==> src/rtl/alu_issue_if.sv <==
// Bundles the decode-side instruction, hazard controls, forwarding sources
// and the EX-stage outputs of the ALU issue stage into one connection.
interface alu_issue_if;
  logic        id_valid;
  logic [31:0] id_instr;
  logic [31:0] id_rs_data;
  logic [31:0] id_rt_data;
  logic        stall;
  logic        flush;
  logic        exmem_regwrite;
  logic [4:0]  exmem_rd;
  logic [31:0] exmem_result;
  logic        memwb_regwrite;
  logic [4:0]  memwb_rd;
  logic [31:0] memwb_data;
  logic        ex_valid;
  logic [4:0]  ALUConf;
  logic        Sign;
  logic [31:0] in1;
  logic [31:0] in2;
  logic [4:0]  ex_rd;
  logic        ex_regwrite;
  logic        ex_illegal;

  modport master (
    output id_valid, id_instr, id_rs_data, id_rt_data, stall, flush,
           exmem_regwrite, exmem_rd, exmem_result,
           memwb_regwrite, memwb_rd, memwb_data,
    input  ex_valid, ALUConf, Sign, in1, in2, ex_rd, ex_regwrite, ex_illegal
  );

  modport slave (
    input  id_valid, id_instr, id_rs_data, id_rt_data, stall, flush,
           exmem_regwrite, exmem_rd, exmem_result,
           memwb_regwrite, memwb_rd, memwb_data,
    output ex_valid, ALUConf, Sign, in1, in2, ex_rd, ex_regwrite, ex_illegal
  );
endinterface

==> src/rtl/alu_issue.sv <==
// ID/EX pipeline register for a MIPS-style ALU. Decodes the incoming
// instruction into ALU control and operand sources, holds it for one EX
// residency, and forwards EX/MEM and MEM/WB results onto register operands.
module alu_issue (
  input  logic       clk,
  input  logic       reset,
  alu_issue_if.slave bus
);

  localparam logic [4:0] ALU_AND = 5'd0;
  localparam logic [4:0] ALU_OR  = 5'd1;
  localparam logic [4:0] ALU_ADD = 5'd2;
  localparam logic [4:0] ALU_SUB = 5'd3;
  localparam logic [4:0] ALU_SLT = 5'd4;
  localparam logic [4:0] ALU_NOR = 5'd5;
  localparam logic [4:0] ALU_XOR = 5'd6;
  localparam logic [4:0] ALU_SLL = 5'd7;
  localparam logic [4:0] ALU_SRL = 5'd8;
  localparam logic [4:0] ALU_SRA = 5'd9;

  // Operands are kept as "register value plus index" or "constant", so
  // forwarding can be applied to register operands only. All-zero is a bubble.
  typedef struct packed {
    logic        valid;
    logic [4:0]  conf;
    logic        sign;
    logic [4:0]  rd;
    logic        regwrite;
    logic        illegal;
    logic        in1_from_rs;
    logic        in2_from_rt;
    logic [31:0] in1_const;
    logic [31:0] in2_const;
    logic [4:0]  rs_idx;
    logic [4:0]  rt_idx;
  } stage_t;

  logic [5:0]  op;
  logic [5:0]  funct;
  logic [4:0]  rs;
  logic [4:0]  rt;
  logic [4:0]  rd;
  logic [4:0]  shamt;
  logic [31:0] imm_sext;
  logic [31:0] imm_zext;

  stage_t      dec;
  logic        legal;
  stage_t      st_q;
  logic [31:0] rs_val_q;
  logic [31:0] rt_val_q;
  logic [31:0] fwd_rs;
  logic [31:0] fwd_rt;

  assign op       = bus.id_instr[31:26];
  assign rs       = bus.id_instr[25:21];
  assign rt       = bus.id_instr[20:16];
  assign rd       = bus.id_instr[15:11];
  assign shamt    = bus.id_instr[10:6];
  assign funct    = bus.id_instr[5:0];
  assign imm_sext = {{16{bus.id_instr[15]}}, bus.id_instr[15:0]};
  assign imm_zext = {16'h0000, bus.id_instr[15:0]};

  // Decode the ID-stage instruction into the form stored in the EX register.
  always_comb begin
    dec             = '0;
    legal           = 1'b1;
    dec.valid       = 1'b1;
    dec.conf        = ALU_ADD;
    dec.rs_idx      = rs;
    dec.rt_idx      = rt;
    if (op == 6'h00) begin
      dec.rd          = rd;
      dec.regwrite    = 1'b1;
      dec.in1_from_rs = 1'b1;
      dec.in2_from_rt = 1'b1;
      case (funct)
        6'h20: begin dec.conf = ALU_ADD; dec.sign = 1'b1; end
        6'h21: dec.conf = ALU_ADD;
        6'h22: begin dec.conf = ALU_SUB; dec.sign = 1'b1; end
        6'h23: dec.conf = ALU_SUB;
        6'h24: dec.conf = ALU_AND;
        6'h25: dec.conf = ALU_OR;
        6'h26: dec.conf = ALU_XOR;
        6'h27: dec.conf = ALU_NOR;
        6'h2A: begin dec.conf = ALU_SLT; dec.sign = 1'b1; end
        6'h2B: dec.conf = ALU_SLT;
        6'h00: begin dec.conf = ALU_SLL; dec.in1_from_rs = 1'b0; dec.in1_const = {27'b0, shamt}; end
        6'h02: begin dec.conf = ALU_SRL; dec.in1_from_rs = 1'b0; dec.in1_const = {27'b0, shamt}; end
        6'h03: begin dec.conf = ALU_SRA; dec.in1_from_rs = 1'b0; dec.in1_const = {27'b0, shamt}; end
        6'h04: dec.conf = ALU_SLL;
        6'h06: dec.conf = ALU_SRL;
        6'h07: dec.conf = ALU_SRA;
        default: legal = 1'b0;
      endcase
    end else begin
      dec.in1_from_rs = 1'b1;
      case (op)
        6'h08: begin dec.conf = ALU_ADD; dec.sign = 1'b1; dec.in2_const = imm_sext; dec.rd = rt; dec.regwrite = 1'b1; end
        6'h09: begin dec.conf = ALU_ADD; dec.in2_const = imm_sext; dec.rd = rt; dec.regwrite = 1'b1; end
        6'h0A: begin dec.conf = ALU_SLT; dec.sign = 1'b1; dec.in2_const = imm_sext; dec.rd = rt; dec.regwrite = 1'b1; end
        6'h0B: begin dec.conf = ALU_SLT; dec.in2_const = imm_sext; dec.rd = rt; dec.regwrite = 1'b1; end
        6'h0C: begin dec.conf = ALU_AND; dec.in2_const = imm_zext; dec.rd = rt; dec.regwrite = 1'b1; end
        6'h0D: begin dec.conf = ALU_OR;  dec.in2_const = imm_zext; dec.rd = rt; dec.regwrite = 1'b1; end
        6'h0E: begin dec.conf = ALU_XOR; dec.in2_const = imm_zext; dec.rd = rt; dec.regwrite = 1'b1; end
        6'h0F: begin
          dec.conf        = ALU_SLL;
          dec.in1_from_rs = 1'b0;
          dec.in1_const   = 32'd16;
          dec.in2_const   = imm_zext;
          dec.rd          = rt;
          dec.regwrite    = 1'b1;
        end
        6'h23: begin dec.conf = ALU_ADD; dec.in2_const = imm_sext; dec.rd = rt; dec.regwrite = 1'b1; end
        6'h2B: begin dec.conf = ALU_ADD; dec.in2_const = imm_sext; end
        6'h04, 6'h05: begin dec.conf = ALU_SUB; dec.in2_from_rt = 1'b1; end
        default: legal = 1'b0;
      endcase
    end
    if (!legal) begin
      dec         = '0;
      dec.valid   = 1'b1;
      dec.conf    = ALU_ADD;
      dec.illegal = 1'b1;
    end
    if (dec.rd == 5'd0) begin
      dec.regwrite = 1'b0;
    end
  end

  // Pick the freshest value of each stored source register: EX/MEM first, then MEM/WB.
  always_comb begin
    fwd_rs = rs_val_q;
    fwd_rt = rt_val_q;
    if (st_q.valid && bus.exmem_regwrite && (bus.exmem_rd != 5'd0) && (bus.exmem_rd == st_q.rs_idx)) begin
      fwd_rs = bus.exmem_result;
    end else if (st_q.valid && bus.memwb_regwrite && (bus.memwb_rd != 5'd0) && (bus.memwb_rd == st_q.rs_idx)) begin
      fwd_rs = bus.memwb_data;
    end
    if (st_q.valid && bus.exmem_regwrite && (bus.exmem_rd != 5'd0) && (bus.exmem_rd == st_q.rt_idx)) begin
      fwd_rt = bus.exmem_result;
    end else if (st_q.valid && bus.memwb_regwrite && (bus.memwb_rd != 5'd0) && (bus.memwb_rd == st_q.rt_idx)) begin
      fwd_rt = bus.memwb_data;
    end
  end

  // EX register: flush beats stall beats load; a stall keeps absorbing retiring results.
  always_ff @(posedge clk or negedge reset) begin
    if (!reset) begin
      st_q     <= '0;
      rs_val_q <= '0;
      rt_val_q <= '0;
    end else if (bus.flush) begin
      st_q     <= '0;
      rs_val_q <= '0;
      rt_val_q <= '0;
    end else if (bus.stall) begin
      rs_val_q <= fwd_rs;
      rt_val_q <= fwd_rt;
    end else if (!bus.id_valid) begin
      st_q     <= '0;
      rs_val_q <= '0;
      rt_val_q <= '0;
    end else begin
      st_q     <= dec;
      rs_val_q <= bus.id_rs_data;
      rt_val_q <= bus.id_rt_data;
    end
  end

  assign bus.ex_valid    = st_q.valid;
  assign bus.ALUConf     = st_q.conf;
  assign bus.Sign        = st_q.sign;
  assign bus.ex_rd       = st_q.rd;
  assign bus.ex_regwrite = st_q.regwrite;
  assign bus.ex_illegal  = st_q.illegal;
  assign bus.in1         = st_q.in1_from_rs ? fwd_rs : st_q.in1_const;
  assign bus.in2         = st_q.in2_from_rt ? fwd_rt : st_q.in2_const;

endmodule

==> src/flat_wrapper.sv <==
// flat-port wrapper written by rule: the top's interface ports become plain ports
module alu_issue_flat 
  (clk, reset, bus_id_valid, bus_id_instr, bus_id_rs_data, bus_id_rt_data, bus_stall, bus_flush, bus_exmem_regwrite, bus_exmem_rd, bus_exmem_result, bus_memwb_regwrite, bus_memwb_rd, bus_memwb_data, bus_ex_valid, bus_ALUConf, bus_Sign, bus_in1, bus_in2, bus_ex_rd, bus_ex_regwrite, bus_ex_illegal);
  alu_issue_if bus_i ();
  input  logic clk;
  input  logic reset;
  input wire logic [$bits(bus_i.id_valid)-1:0] bus_id_valid;
  input wire logic [$bits(bus_i.id_instr)-1:0] bus_id_instr;
  input wire logic [$bits(bus_i.id_rs_data)-1:0] bus_id_rs_data;
  input wire logic [$bits(bus_i.id_rt_data)-1:0] bus_id_rt_data;
  input wire logic [$bits(bus_i.stall)-1:0] bus_stall;
  input wire logic [$bits(bus_i.flush)-1:0] bus_flush;
  input wire logic [$bits(bus_i.exmem_regwrite)-1:0] bus_exmem_regwrite;
  input wire logic [$bits(bus_i.exmem_rd)-1:0] bus_exmem_rd;
  input wire logic [$bits(bus_i.exmem_result)-1:0] bus_exmem_result;
  input wire logic [$bits(bus_i.memwb_regwrite)-1:0] bus_memwb_regwrite;
  input wire logic [$bits(bus_i.memwb_rd)-1:0] bus_memwb_rd;
  input wire logic [$bits(bus_i.memwb_data)-1:0] bus_memwb_data;
  output wire logic [$bits(bus_i.ex_valid)-1:0] bus_ex_valid;
  output wire logic [$bits(bus_i.ALUConf)-1:0] bus_ALUConf;
  output wire logic [$bits(bus_i.Sign)-1:0] bus_Sign;
  output wire logic [$bits(bus_i.in1)-1:0] bus_in1;
  output wire logic [$bits(bus_i.in2)-1:0] bus_in2;
  output wire logic [$bits(bus_i.ex_rd)-1:0] bus_ex_rd;
  output wire logic [$bits(bus_i.ex_regwrite)-1:0] bus_ex_regwrite;
  output wire logic [$bits(bus_i.ex_illegal)-1:0] bus_ex_illegal;
  assign bus_i.id_valid = bus_id_valid;
  assign bus_i.id_instr = bus_id_instr;
  assign bus_i.id_rs_data = bus_id_rs_data;
  assign bus_i.id_rt_data = bus_id_rt_data;
  assign bus_i.stall = bus_stall;
  assign bus_i.flush = bus_flush;
  assign bus_i.exmem_regwrite = bus_exmem_regwrite;
  assign bus_i.exmem_rd = bus_exmem_rd;
  assign bus_i.exmem_result = bus_exmem_result;
  assign bus_i.memwb_regwrite = bus_memwb_regwrite;
  assign bus_i.memwb_rd = bus_memwb_rd;
  assign bus_i.memwb_data = bus_memwb_data;
  assign bus_ex_valid = bus_i.ex_valid;
  assign bus_ALUConf = bus_i.ALUConf;
  assign bus_Sign = bus_i.Sign;
  assign bus_in1 = bus_i.in1;
  assign bus_in2 = bus_i.in2;
  assign bus_ex_rd = bus_i.ex_rd;
  assign bus_ex_regwrite = bus_i.ex_regwrite;
  assign bus_ex_illegal = bus_i.ex_illegal;
  alu_issue u_core (.clk(clk), .reset(reset), .bus(bus_i));
endmodule
==> config.mk <==
export PLATFORM = sky130hd
export DESIGN_NAME = alu_issue_flat
export DESIGN_NICKNAME = d
export VERILOG_FILES = /design/src/rtl/alu_issue_if.sv /design/src/rtl/alu_issue.sv /design/src/flat_wrapper.sv
export SDC_FILE = /design/constraint.sdc
export NUM_CORES = 1
export LEC_CHECK = 0
export CAP_MARGIN = 30
export CORE_ASPECT_RATIO = 0.9
export CORE_MARGIN = 2
export CORE_UTILIZATION = 41
export CTS_BUF_LIST = sky130_fd_sc_hd__clkbuf_8 sky130_fd_sc_hd__clkbuf_16
export CTS_CLUSTER_SIZE = 14
export DETAILED_ROUTE_END_ITERATION = 7
export HOLD_SLACK_MARGIN = 0.08
export PLACE_DENSITY = 0.81
export SYNTH_ARGS = -nofsm -noshare
export SYNTH_HDL_FRONTEND = slang
export SYNTH_SLANG_ARGS = --single-unit
==> constraint.sdc <==
create_clock -name clk -period 1.8 [get_ports clk]
set_input_delay 0.18 -clock clk [delete_from_list [all_inputs] [get_ports clk]]
set_output_delay 0.18 -clock clk [all_outputs]
set_load 0.01 [all_outputs]
## Word level (Yosys, flattened, before mapping)

Cells that the tools add are included.

| word-level totals | value |
|---|---|
| logic and storage cells | 108 |
| register bits after elaboration | 154 |
| bits of input ports | 177 |
| output and inout port bits | 78 |

| operators by class | value |
|---|---|
| reductions and logical operators | 28 |
| multiplexer cells | 34 |
| equal/unequal tests | 32 |

Operator list:

| operator | count |
|---|---|
| $mux 32 | 13 |
| $mux 90 | 3 |
| $mux 89 | 1 |
| $eq 6x6->1 const B | 12 |
| $pmux 32 s2 | 1 |
| $eq 6x4->1 const B | 8 |
| $pmux 4 s9 | 1 |
| $mux 34 | 1 |
| $eq 6x3->1 const B | 5 |
| $eq 5x5->1 | 4 |
| $pmux 3 s6 | 1 |
| $reduce_or 16->1 | 1 |
| $reduce_or 2->1 | 8 |
| $eq 6x2->1 const B | 2 |
| $logic_not 6->1 | 2 |
| $mux 12 | 1 |
| $reduce_or 12->1 | 1 |
| $mux 5 | 2 |
| $reduce_bool 5->1 | 2 |
| $mux 1 | 9 |
| $reduce_or 9->1 | 1 |
| $logic_and 1x1->1 | 8 |
| $mux 6 | 1 |
| $reduce_or 3->1 | 2 |
| 4 further kinds | 4 |

## Depth between registers and ports, before layout

| logic depth | value |
|---|---|
| word-level depth | 10 |
| gate-level depth with buffers | 7 |
| mapped depth without buffers | 5 |

## Worst setup path before layout

Ideal clock, no wire load.

| timing path | value |
|---|---|
| path kind | register to output |
| from | register u_core.st_q[1] (netlist bit) |
| to | output bus_in2[28] |
| buffers on the path | 1 |
| cell stages (with the launch flop) | 7 |
| data arrival time | 1.868 ns |
| slack | -0.248 ns |
| cell sequence | dfrtp_1 xor2_1 nor4_4 nand3_4 buf_4 mux2i_1 o21ai_0 |

| on the way | value |
|---|---|
| cells in the longest elaborated chain, start to end | 5 |

RTL lines:

| element | RTL line | text |
|---|---|---|
| from (decl) | alu_issue.sv:49 | `stage_t st_q;` |
| from (signal assigned) | alu_issue.sv:150 | `st_q <= '0;` |
| from (signal assigned) | alu_issue.sv:154 | `st_q <= '0;` |
| from (signal assigned) | alu_issue.sv:161 | `st_q <= '0;` |
| $eq 5x5->1 | alu_issue.sv:142 | `end else if (st_q.valid && bus.memwb_regwrite && (bus.memwb_rd != 5'd0) && (bus.memwb_rd == st_q.rt_idx)) begi ...` |
| $logic_and 1x1->1 | alu_issue.sv:142 |  |
| $mux 32 | alu_issue.sv:142 |  |
| $mux 32 * | alu_issue.sv:140 | `if (st_q.valid && bus.exmem_regwrite && (bus.exmem_rd != 5'd0) && (bus.exmem_rd == st_q.rt_idx)) begin` |
| $mux 32 * | alu_issue.sv:178 | `assign bus.in2 = st_q.in2_from_rt ? fwd_rt : st_q.in2_const;` |
| to (decl) | flat_wrapper.sv:23 | `output wire logic [$bits(bus_i.in2)-1:0] bus_in2;` |

Every way passes the cells marked *; elsewhere a longest branch is shown, timed or not.

## Worst setup path in the final report

| timing path | value |
|---|---|
| from | register u_core.st_q[5] (netlist bit) |
| to | output bus_in1[3] |

| on the way | value |
|---|---|
| cells in the longest elaborated chain, start to end | 5 |

RTL lines:

| element | RTL line | text |
|---|---|---|
| $eq 5x5->1 | alu_issue.sv:137 | `end else if (st_q.valid && bus.memwb_regwrite && (bus.memwb_rd != 5'd0) && (bus.memwb_rd == st_q.rs_idx)) begi ...` |
| $logic_and 1x1->1 | alu_issue.sv:137 |  |
| $mux 32 | alu_issue.sv:137 |  |
| $mux 32 * | alu_issue.sv:135 | `if (st_q.valid && bus.exmem_regwrite && (bus.exmem_rd != 5'd0) && (bus.exmem_rd == st_q.rs_idx)) begin` |
| $mux 32 * | alu_issue.sv:177 | `assign bus.in1 = st_q.in1_from_rs ? fwd_rs : st_q.in1_const;` |
| to (decl) | flat_wrapper.sv:22 | `output wire logic [$bits(bus_i.in1)-1:0] bus_in1;` |

Marked as above.

==> results.py <==
metrics = {
    "status": {
        "violations": "negative setup slack",
        "status": "finished with violations",
    },
    "sta": {
        "hold_viol_final": 0,
        "clock_skew_ps": 9.27,
        "whs_ps": 289,
        "max_freq_mhz": 363,
        "rsz0062_at_grt": "yes",
        "fin_ws_ps": -954,
        "final-max-slew-violation-count": 0,
        "period_needed_ps": 2750,
        "setup_viol": 129,
        "fin_setup_tns_ps": -66340,
        "post-route-period-util_pct": 153,
    },
    "routing": {
        "viasPerCell": 6.25,
        "drt_iter0_markers": 694,
        "antenna_left": 0,
        "vias": 8108,
        "drt_first_pass_iters": 5,
        "wire_per_inst_um": 24.6,
        "drt_drc_violations_left": 0,
        "drt_wl_total_um": 31900,
    },
    "clocking": {
        "h-tree-depth": 3,
        "cts.clk_slew.worst_paths_ps": 80,
        "cts_buffers": 9,
        "clkLatencyLatePin_ps": 360,
        "root_buffer": "clkbuf_16",
        "cts_tree": "built",
        "clock_path_buffers": 2,
        "clock_sinks": 111,
    },
    "critical_path": {
        "rr_startpoint": "u_core.st_q[5]",
        "crit_fanout": 4,
        "start_kind": "flip-flop",
        "critPathMaxStageDelay_ps": 500,
        "crit_required_ps": 1620,
        "crit_start": "u_core.st_q[5]",
        "cp.arrival_ps": 2570,
        "slowest_stage": "or3_4",
        "reg2reg_depth": 9,
        "critical_path_class": "flip-flop to output pin",
        "path_common_cell": "buf_12",
        "crit_chain": "xnor2_1 -> nand3_1 -> or3_4 -> buf_12 -> buf_12 -> buf_6 -> mux2i_2 -> o21ai_1 -> buf_2",
        "crit_path_end_kind": "output pin",
    },
    "synth": {
        "post-synth-top-area-cell": "dfrtp_1",
        "synth_seq_area_share_pct": 41.4,
        "syn_inst": 709,
        "syn_avg_cell_area_um2": 9.45,
        "async_reset_ff_share_pct": 100,
        "syn_nets": 886,
        "synth_area_leaders": "dfrtp_1 (41%), o21ai_0 (9.8%), mux2i_1 (7.8%)",
        "synth_edf_count": 0,
        "synth_warnings": 0,
        "synth.distinct_cells": 51,
        "syn_area_um2": 6700,
        "yosysTopAreaCellShare_pct": 41.4,
        "synthFlopType": "dfrtp_1",
        "ys_seq_elements": 111,
    },
    "placement": {
        "numPortBuffers": 253,
        "dp.final_hpwl_um": 18600,
        "gp_congestion": 0.906,
        "dp_cells": 1206,
    },
    "grt": {
        "overflow": 0,
        "grt_max_degree": 43,
        "grtUsageTotal_pct": 32.9,
        "grt_pass1_vias": 8159,
        "antenna_found_initial": 1,
        "grt_pass1_wl_um": 44900,
    },
    "power_and_ir_drop": {
        "p_sw_share_pct": 27.7,
        "switching_power_mw": 1.64,
        "comb_power_share_pct": 22.7,
        "ir_drop_mv": 0.473,
        "power_frac_clock_pct": 33.3,
        "intPower_mw": 4.29,
        "powerDensity_nw_per_um2": 480,
        "seqPwrFrac_pct": 44.0,
        "cellLeakagePower_nw": 5.14,
    },
    "finish": {
        "drive_gt1_share_pct": 39.7,
        "fin_nets": 1262,
        "multi_input_area_um2": 4630,
        "fill_cells": 1027,
        "area_growth_pct": 84.4,
        "stdcell_count": 1297,
        "regArea_um2": 2780,
    },
    "worst_hold_path": {
        "hold_class": "input pin to asynchronous set/reset pin",
    },
    "floorplan": {
        "coreArea_um2": 16100,
        "die_w_um": 139,
        "rows": 44,
        "io-pin-count": 255,
        "chipHeight_um": 125,
        "dieArea_um2": 17400,
        "start_util_pct": 41.7,
    },
    "job": {
        "maxCapViolCount": 0,
    },
}
[logic make-up after synthesis]
kind of cell    after synthesis  synth area share (%)
simple gates                110                  9.22
xor+xnor                     22                  2.88
compound gates              333                  32.3
other cells                   1                0.0560
mux                          52                  7.77
buf+inv                      80                  6.33
flops                       111                  41.4
[worst max-delay path, delay by kind of cell (launching register included)]
family / cells / cell delay (ps)
compound gates: 1 / 190
xor+xnor: 1 / 230
buf+inv: 4 / 580
flops: 1 / 420
mux: 1 / 140
simple gates: 2 / 650
[metal layers]
| metal | routed length (um) | GRT usage (%) |
|---|---|---|
| met5 | 0 | 0 |
| met4 | 1800 | 15.8 |
| met3 | 2770 | 6.59 |
| met2 | 15300 | 54.9 |
| met1 | 12000 | 41.3 |
[layout make-up]
| type | instances | share of cell area (%) |
|---|---|---|
| Antenna cell | 1 | 0.0203 |
| Clock buffer | 11 | 2.05 |
| Clock inverter | 4 | 0.243 |
| Inverter | 6 | 0.182 |
| Multi-Input combinational cell | 518 | 37.5 |
| Sequential cell | 111 | 22.5 |
| Tap cell | 207 | 2.10 |
| Timing Repair Buffer | 439 | 35.4 |
[final timing paths]
check	end	slack, ps
max reg2reg	u_core.rs_val_q[0]	-440
max in group asynchronous	u_core.st_q[12]	910
min	u_core.bus.ALUConf[1]	290
max	bus_in1[3]	-950
min in group clk	u_core.rs_val_q[22]	390
min reg2reg	u_core.bus.ex_rd[2]	490
[metrics by stage]
stage               util [%]  cell area [um2]  total power, mW  setup slack, ps
floorplan                  -             6810             2.95             -146
global placement        64.0            10300             3.71            -1090
detailed placement      64.0            10300             3.73            -1130
CTS                     72.2            11600             5.77             -828
global route            76.9            12400             6.11             -972
finish                  76.9            12400             5.93             -954
[Yosys cell counts (2+ instances only)]
cell type  count
o21ai_0      131
dfrtp_1      111
mux2i_1       52
a22oi_1       48
clkbuf_1      43
a21oi_1       40
a22o_1        33
a32oi_1       33
nand2_1       30
nor2_1        19
buf_4         17
xnor2_1       17
o21ai_1       15
nor2b_1       10
nor3_1        10
a221oi_1       9
and2_1         9
nand3_1        8
buf_6          7
a31oi_1        6
a32o_1         6
buf_2          6
inv_1          5
xor2_1         5
nor4_1         4
nand2b_1       3
nor4_4         3
or3_1          3
and3_1         2
o31ai_1        2
or2_2          2
[flip-flops by register name (all words and copies together), names as in the netlist]
name,flops
u_core.bus.ALUConf,4
u_core.bus.Sign,1
u_core.bus.ex_illegal,1
u_core.bus.ex_rd,5
u_core.bus.ex_regwrite,1
u_core.bus.ex_valid,1
u_core.rs_val_q,32
u_core.rt_val_q,32
u_core.st_q,34
[repair_timing]
item / CTS / global route
cloned: 9 / 2
endpoints found under the setup margin: 146 / 137
buffers inserted: 46 / 28
pin swaps: 74 / 45
hold endpoints to repair: 26 / 0
hold buffers: 1 / 0
resized for setup: 461 / 145
[power groups by stage]
stage | Combinational (mW) | Clock (mW) | Sequential, mW
2_1_floorplan | 0.324 | 0 | 2.63
3_3_place_gp | 1.07 | 0 | 2.63
6_report | 1.34 | 1.98 | 2.61
4_1_cts | 1.19 | 1.98 | 2.60
3_5_place_dp | 1.09 | 0 | 2.64
5_1_grt | 1.41 | 2.08 | 2.62
[placed cells by master, fill, tap and decap left out, types with 9 or more instances in the layout]
cell / count
a21oi_1: 25
a21oi_2: 14
a22o_1: 33
a22oi_1: 45
a32oi_1: 22
buf_12: 33
buf_2: 62
buf_4: 99
buf_6: 38
buf_8: 11
clkbuf_16: 10
clkdlybuf4s50_1: 176
dfrtp_1: 111
mux2i_2: 19
mux2i_4: 27
nand2_1: 27
nor2_1: 17
nor2b_1: 9
nor3_1: 10
o21ai_0: 20
o21ai_1: 86
o21ai_2: 39
(Power assumes the default switching activity.)
